**src/rtl/adder_tree_psum_accumulator_if.sv**
```systemverilog
// Handshake bundle between the adder tree, the partial-sum accumulator and its consumer.
// The master side drives terms and takes results; the slave side is the accumulator.
interface adder_tree_psum_accumulator_if #(
    parameter int IN_W  = 8,
    parameter int ACC_W = 16
) ();
    logic [IN_W-1:0]  sum_in;
    logic             sum_valid;
    logic             in_ready;
    logic             clear;
    logic [ACC_W-1:0] acc_out;
    logic             acc_valid;
    logic             acc_ready;
    logic             overflow;
    logic [7:0]       term_count;

    modport master (
        output sum_in, sum_valid, clear, acc_ready,
        input  in_ready, acc_out, acc_valid, overflow, term_count
    );

    modport slave (
        input  sum_in, sum_valid, clear, acc_ready,
        output in_ready, acc_out, acc_valid, overflow, term_count
    );
endinterface

```
**src/rtl/adder_tree_psum_accumulator.sv**
```systemverilog
// Accumulates NUM_TERMS accepted partial sums from the adder tree into one wider result,
// with optional saturation, a sticky overflow flag and a valid/ready result handshake.
module adder_tree_psum_accumulator #(
    parameter int IN_W      = 8,
    parameter int ACC_W     = 16,
    parameter int NUM_TERMS = 4,
    parameter bit SATURATE  = 1'b1
) (
    input  logic                          clk,
    input  logic                          reset,
    adder_tree_psum_accumulator_if.slave  bus
);

    localparam logic [7:0]       LAST_IDX = 8'(NUM_TERMS - 1);
    localparam logic [ACC_W-1:0] ACC_MAX  = {ACC_W{1'b1}};
    localparam logic [ACC_W-1:0] ACC_ZERO = {ACC_W{1'b0}};

    logic [ACC_W-1:0] acc_r;
    logic             sticky_r;
    logic [7:0]       term_count_r;
    logic [ACC_W-1:0] acc_out_r;
    logic             overflow_r;
    logic             acc_valid_r;

    logic             in_ready_s;
    logic             accept_s;
    logic             first_s;
    logic             last_s;
    logic [ACC_W:0]   wide_sum_s;
    logic             carry_s;
    logic [ACC_W-1:0] sum_val_s;
    logic             sticky_next_s;

    logic [ACC_W-1:0] acc_d_s;
    logic             sticky_d_s;
    logic [7:0]       term_count_d_s;
    logic [ACC_W-1:0] acc_out_d_s;
    logic             overflow_d_s;
    logic             acc_valid_d_s;

    // Handshake qualification and the (ACC_W+1)-bit add of the current term.
    always_comb begin
        in_ready_s = !bus.clear && (!acc_valid_r || bus.acc_ready);
        accept_s   = bus.sum_valid && in_ready_s;
        first_s    = (term_count_r == 8'd0);
        last_s     = (term_count_r == LAST_IDX);
        // The first term of a group starts from zero, so stale accumulator state never leaks in.
        wide_sum_s = {1'b0, (first_s ? ACC_ZERO : acc_r)}
                   + {{(ACC_W + 1 - IN_W){1'b0}}, bus.sum_in};
        carry_s    = wide_sum_s[ACC_W];
        if (carry_s && SATURATE) begin
            sum_val_s = ACC_MAX;
        end else begin
            sum_val_s = wide_sum_s[ACC_W-1:0];
        end
        sticky_next_s = (!first_s && sticky_r) || carry_s;
    end

    // Next-state selection for accumulator, counter and presented result.
    always_comb begin
        acc_d_s        = acc_r;
        sticky_d_s     = sticky_r;
        term_count_d_s = term_count_r;
        acc_out_d_s    = acc_out_r;
        overflow_d_s   = overflow_r;
        acc_valid_d_s  = acc_valid_r;

        if (acc_valid_r && bus.acc_ready) begin
            acc_valid_d_s = 1'b0;
        end else begin
            acc_valid_d_s = acc_valid_r;
        end

        if (bus.clear) begin
            acc_d_s        = ACC_ZERO;
            sticky_d_s     = 1'b0;
            term_count_d_s = 8'd0;
        end else if (accept_s) begin
            acc_d_s    = sum_val_s;
            sticky_d_s = sticky_next_s;
            // A completing term overrides the handoff so NUM_TERMS=1 can stream back-to-back.
            if (last_s) begin
                term_count_d_s = 8'd0;
                acc_out_d_s    = sum_val_s;
                overflow_d_s   = sticky_next_s;
                acc_valid_d_s  = 1'b1;
            end else begin
                term_count_d_s = term_count_r + 8'd1;
            end
        end else begin
            acc_d_s        = acc_r;
            sticky_d_s     = sticky_r;
            term_count_d_s = term_count_r;
        end
    end

    // State registers; reset discards any partial group and held result immediately.
    always_ff @(posedge clk or posedge reset) begin
        if (reset) begin
            acc_r        <= ACC_ZERO;
            sticky_r     <= 1'b0;
            term_count_r <= 8'd0;
            acc_out_r    <= ACC_ZERO;
            overflow_r   <= 1'b0;
            acc_valid_r  <= 1'b0;
        end else begin
            acc_r        <= acc_d_s;
            sticky_r     <= sticky_d_s;
            term_count_r <= term_count_d_s;
            acc_out_r    <= acc_out_d_s;
            overflow_r   <= overflow_d_s;
            acc_valid_r  <= acc_valid_d_s;
        end
    end

    assign bus.in_ready   = in_ready_s;
    assign bus.acc_out    = acc_out_r;
    assign bus.acc_valid  = acc_valid_r;
    assign bus.overflow   = overflow_r;
    assign bus.term_count = term_count_r;

endmodule
```
**src/flat_wrapper.sv**
```systemverilog
// flat-port wrapper written by rule: the top's interface ports become plain ports
module adder_tree_psum_accumulator_flat 
#(
    parameter int IN_W      = 8,
    parameter int ACC_W     = 16,
    parameter int NUM_TERMS = 4,
    parameter bit SATURATE  = 1'b1
)
  (clk, reset, bus_sum_in, bus_sum_valid, bus_clear, bus_acc_ready, bus_in_ready, bus_acc_out, bus_acc_valid, bus_overflow, bus_term_count);
  adder_tree_psum_accumulator_if #(.IN_W(IN_W), .ACC_W(ACC_W)) bus_i ();
  input  logic clk;
  input  logic reset;
  input wire logic [$bits(bus_i.sum_in)-1:0] bus_sum_in;
  input wire logic [$bits(bus_i.sum_valid)-1:0] bus_sum_valid;
  input wire logic [$bits(bus_i.clear)-1:0] bus_clear;
  input wire logic [$bits(bus_i.acc_ready)-1:0] bus_acc_ready;
  output wire logic [$bits(bus_i.in_ready)-1:0] bus_in_ready;
  output wire logic [$bits(bus_i.acc_out)-1:0] bus_acc_out;
  output wire logic [$bits(bus_i.acc_valid)-1:0] bus_acc_valid;
  output wire logic [$bits(bus_i.overflow)-1:0] bus_overflow;
  output wire logic [$bits(bus_i.term_count)-1:0] bus_term_count;
  assign bus_i.sum_in = bus_sum_in;
  assign bus_i.sum_valid = bus_sum_valid;
  assign bus_i.clear = bus_clear;
  assign bus_i.acc_ready = bus_acc_ready;
  assign bus_in_ready = bus_i.in_ready;
  assign bus_acc_out = bus_i.acc_out;
  assign bus_acc_valid = bus_i.acc_valid;
  assign bus_overflow = bus_i.overflow;
  assign bus_term_count = bus_i.term_count;
  adder_tree_psum_accumulator #(.IN_W(IN_W), .ACC_W(ACC_W), .NUM_TERMS(NUM_TERMS), .SATURATE(SATURATE)) u_core (.clk(clk), .reset(reset), .bus(bus_i));
endmodule
```
**config.mk**
```make
export PLATFORM = sky130hd
export DESIGN_NAME = adder_tree_psum_accumulator_flat
export DESIGN_NICKNAME = d
export VERILOG_FILES = /design/src/rtl/adder_tree_psum_accumulator_if.sv /design/src/rtl/adder_tree_psum_accumulator.sv /design/src/flat_wrapper.sv
export SDC_FILE = /design/constraint.sdc
export NUM_CORES = 1
export LEC_CHECK = 0
export CELL_PAD_IN_SITES_DETAIL_PLACEMENT = 0
export CELL_PAD_IN_SITES_GLOBAL_PLACEMENT = 1
export CORE_MARGIN = 5
export CORE_UTILIZATION = 30
export DETAILED_ROUTE_END_ITERATION = 6
export PLACE_DENSITY_LB_ADDON = 0.1
export SLEW_MARGIN = 30
export SYNTH_ARGS = -nofsm -noshare
export SYNTH_HDL_FRONTEND = slang
export SYNTH_SLANG_ARGS = --single-unit
export TNS_END_PERCENT = 100
```
**constraint.sdc**
```tcl
create_clock -name clk -period 4.5 [get_ports clk]
set_input_delay 0.675 -clock clk [delete_from_list [all_inputs] [get_ports clk]]
set_output_delay 0.675 -clock clk [all_outputs]
set_load 0.02 [all_outputs]
```
Word-level counts from Yosys, hierarchy flattened
Index checks and enable logic that the tools add are counted.

Input port bits: 13. Bits in latches: 0. Output and inout port bits: 27. Word-level logic and storage cells: 35. Memory bits (writable): 0. Register bits: 43. Memory bits (read-only): 0. Memories kept: 0.

Div/mod/pow operators: 0. Reduce and logical (&&, ||, !) cells: 12. Shift operators: 0. Eq/ne operators: 1. Order comparisons: 0. Mux-type cells: 13. Bitwise logic cells: 1. Add/subtract/negate cells: 2. Multiply operators: 0.

Operator list (count): 16-bit two-way mux (4); 8-bit two-way mux (3); 16-bit by 8-bit adder with 17-bit output (1); 8-bit by 1-bit adder with 8-bit output (second input constant) (1); 8-bit by 2-bit == test with 1-bit output (second input constant) (1); 8-bit logical NOT (1); 1-bit two-way mux (6); 1-bit logical AND (4); 1-bit logical NOT (3); 3-bit AND reduction (1); 1-bit logical OR (2); 2-bit nonzero test (1); 1-bit NOT (1).

Logic depth before layout (Yosys ltp)
Word-level depth: 6. Mapped depth: 17. Mapped depth without buffers: 13.

Worst setup path after synthesis
Ideal clock, no wire load.

Path kind: reg2reg. Start: reg u_core.term_count_r[0], in the netlist u_core.bus.term_count[0]. End: reg u_core.acc_r[13]. Path slack: 0.795 ns. Data required time: 4.379 ns. Library setup time: 0.121 ns. Buffers on the path: 3. Stages on the path, launching flop included: 17. Arrival: 3.584 ns. Clock period less this slack: 3.705 ns. Cell sequence: dfrtp_1 -> inv_1 -> ha_1 -> nor3b_1 -> nand2_1 -> clkbuf_1 -> clkbuf_1 -> and2_1 -> ha_1 -> fa_1 -> a21o_1 -> a221oi_2 -> o21ai_2 -> and3_1 -> clkbuf_2 -> a41o_1 -> a22o_1.

Longest elaborated chain between the ends: 6.

Ends and longest elaborated chain: start: declaration (line adder_tree_psum_accumulator.sv:20) `logic [7:0] term_count_r;`; start signal: assignment (line adder_tree_psum_accumulator.sv:109) `term_count_r <= term_count_d_s;`; 8-bit logical NOT (line adder_tree_psum_accumulator.sv:45) `first_s = (term_count_r == 8'd0);`; 16-bit two-way mux (line adder_tree_psum_accumulator.sv:48) `wide_sum_s = {1'b0, (first_s ? ACC_ZERO : acc_r)}`; 16-bit by 8-bit adder with 17-bit output (line adder_tree_psum_accumulator.sv:49) `+ {{(ACC_W + 1 - IN_W){1'b0}}, bus.sum_in};`; 16-bit two-way mux (line adder_tree_psum_accumulator.sv:51) `if (carry_s && SATURATE) begin`; 16-bit two-way mux (line adder_tree_psum_accumulator.sv:78) `end else if (accept_s) begin`; 16-bit two-way mux (line adder_tree_psum_accumulator.sv:74) `if (bus.clear) begin`; end signal: assignment (line adder_tree_psum_accumulator.sv:107) `acc_r <= acc_d_s;`; end: declaration (line adder_tree_psum_accumulator.sv:18) `logic [ACC_W-1:0] acc_r;`.

No other way between the ends. The select of a mux whose other input is x is not followed. A chain may end at the register's enable or synchronous reset.

Worst setup path after layout
Same ends and word-level chain as after synthesis.

==> impl_results.md <==
- Status: completed
- DRT Pass-1 Iters: 4
- First-pass GRT wire length: 11.1 mm
- Max-Cap Viols: 0
- DP Cell Count: 414
- Cts hold-fix bufs: 0
- Hold Path Depth: 2
- Ant diodes: 0
- Most used DFF post-synth: dfrtp_1
- Drt wl/cell: 15.8 µm
- Hold Crit Class: reg -> reg
- Cts repair resizes: 0
- Initial antenna violation count: 0
- Fill cells: 866
- Largest stage delay, worst path: 0.45 ns
- Die height: 101 µm
- Max VDD drop: 0.102 mV
- DP HPWL: 4.90 mm
- DR vias: 2133
- Synth top area share: 43.1%
- Nets@finish: 340
- Asr flop ratio synth: 100%
- Setup_tns: 0 ns
- Hold_ws: 0.496 ns
- Slew at the pin with the worst max-slew slack: 0.679 ns
- Crit path kind: reg -> reg
- I/O pins: 40
- Routed Antenna Nets: 0
- Remaining DRCs: 0
- Row count: 33
- P&R area growth vs syn: 24.2%
- Worst reg-to-reg path cell count: 13
- Post-place setup slack: 0.545 ns
- Most frequent CP cell: ha_1
- Fin. max-slew vios: 0
- Cell variety after synth: 49
- Clk root buf: clkbuf_8
- Max FO, Critical Path: 14
- Vias per cell: 5.05
- Layout cells sized above 1: 6.31%
- Most frequent cells after synthesis: dfrtp_1, nand2_1, o21ai_0
- CP max-delay cell: nor3b_1
- Total global routing overflow: 0
- Crit path DAT: 4.14 ns
- Post-synth EDFFs: 0
- Die area: 0.0102 mm²
- Synth Area per Inst: 8.98 µm²
- Port Buf Inserts: 39
- Startpoint types: flip-flop
- CTS tree: yes
- Starting density of the core: 30.5%
- Post-Syn Nets: 302
- Final setup viols: 0
- Clock Path Buffers: 2
- WL final: 6.67 mm
- Pwr dens: 325 mW/mm²
- CP Cell Sequence: inv_1, ha_1, nor3b_1, nand2_1, and2_1, ha_1, fa_1, a21o_1, a221oi_2, o21ai_2, and3_1, a41o_1, a22o_1
- Routability cong.: 0.794
- Slew headroom: 54.6%
- Total power: 1.01 mW
- Leakage power: 1.33 nW
- Max Freq: 253 MHz
- Num CTS Buffers: 5
- Final Skew: 0.00445 ns
- Die extent in x: 101 µm
- Drt first-iter violations: 119
- Largest net degree at the start of global routing: 44
- RSZ-0062 raised after global routing: false
- Crit end category: flip-flop
- Ranking of synthesized cells by area: dfrtp_1, o21ai_0, ha_1
- Final Cycle Share: 87.8%
- Clock latency on the worst-skew pair: 0.29 ns
- Yosys reg bits: 43
- Placeable Area: 0.00818 mm²
- Clock transition at the registers of the reported paths: 0.08 ns
- Final min period: 3.95 ns
- Vias in the first global route: 2118
- Clk sinks: 43
- Non-Filler Instances: 422
- Seq/Total Area, Yosys: 43.1%
- Tot GR Track Use: 13.7%
- Yosys warnings: 0
- Htree depth: 2
- Post-CTS Setup Inserts: 0
- Mapped cell area: 0.00250 mm²
- Cells after Synth: 278
- Setup slack after layout: 0.549 ns
- WP data required: 4.68 ns
- Count leader, synth: dfrtp_1
- Final Hold Fails: 0
- Area leader, netlist: dfrtp_1
[final cells by class]
class                           count  area (µm²)  share of cell area [%]
Clock buffer                        8         100                    3.23
Tap cell                          105         131                    4.23
Multi-Input combinational cell    213        1330                    42.9
Sequential cell                    43        1080                    34.7
Inverter                            8        30.0                   0.968
Timing Repair Buffer               45         435                    14.0
[path summary, 6_finish.rpt]
check	from	endpoint	slack, ns
worst max-delay path	u_core.bus.term_count[0]	u_core.acc_r[13]	0.55
worst min-delay path	u_core.bus.acc_out[12]	u_core.bus.acc_out[12]	0.50
worst max register to register	u_core.bus.term_count[0]	u_core.acc_r[13]	0.55
worst min register to register	u_core.bus.acc_out[12]	u_core.bus.acc_out[12]	0.50
max in group asynchronous	reset	u_core.acc_r[10]	3.28
min in group asynchronous	reset	u_core.bus.acc_out[0]	0.83
[cells by family after synthesis]
family	count (synthesis)	share of synthesized area, %
buffers and inverters	22	3.66
and+or+nand+nor	108	22.5
DFF	43	43.1
adders and majority gates	11	5.81
xor gates and xnor gates	13	4.56
AOI/OAI and AO/OA	81	20.3
[layer usage]
layer	up-vias	share of wire, %	GRT usage [%]
met5	-	0	0
met4	0	1.6	4.40
met3	8	3.2	2.48
met2	42	44	20.5
met1	1018	51	20.1
li1	1065	-	-
[cells in the final DEF (no fill, tap or decap), types with 7 or more instances in the layout]
| cell type | netlist | final |
|---|---|---|
| ha_1 | 10 | 10 |
| a21oi_1 | 15 | 15 |
| inv_1 | 8 | 7 |
| clkdlybuf4s50_1 | 0 | 39 |
| nand2_1 | 30 | 30 |
| o21ai_0 | 28 | 28 |
| clkbuf_8 | 0 | 7 |
| xor2_1 | 7 | 7 |
| and2_1 | 9 | 9 |
| and3_1 | 7 | 7 |
| nor2_1 | 22 | 22 |
| nand3b_1 | 9 | 9 |
| dfrtp_1 | 43 | 43 |
| nand3_1 | 13 | 13 |
[power by group]
group	switching, mW	internal [mW]
Combinational	0.157	0.125
Clock	0.129	0.140
Sequential	0.0261	0.431
[stage by stage]
step                      utilization (%)  area, µm²
after floorplan                         -       2500
after global placement               36.7       3000
after detailed placement             36.7       3000
after CTS                            38.0       3100
after global routing                 38.0       3100
final                                38.0       3100
[critical path: cells and delay by family, from the launching register on]
kind | cells | cell delay [ns]
adders and majority gates | 3 | 0.76
buffers and inverters | 1 | 0.08
and+or+nand+nor | 4 | 1.30
AOI/OAI and AO/OA | 5 | 1.28
DFF | 1 | 0.43
[flip-flops by register name (all words and copies together), names as in the netlist]
signal,count
u_core.acc_r,16
u_core.bus.acc_out,16
u_core.bus.term_count,8
u_core.bus.acc_valid,1
u_core.bus.overflow,1
u_core.sticky_r,1
(Power assumes the default switching activity.)
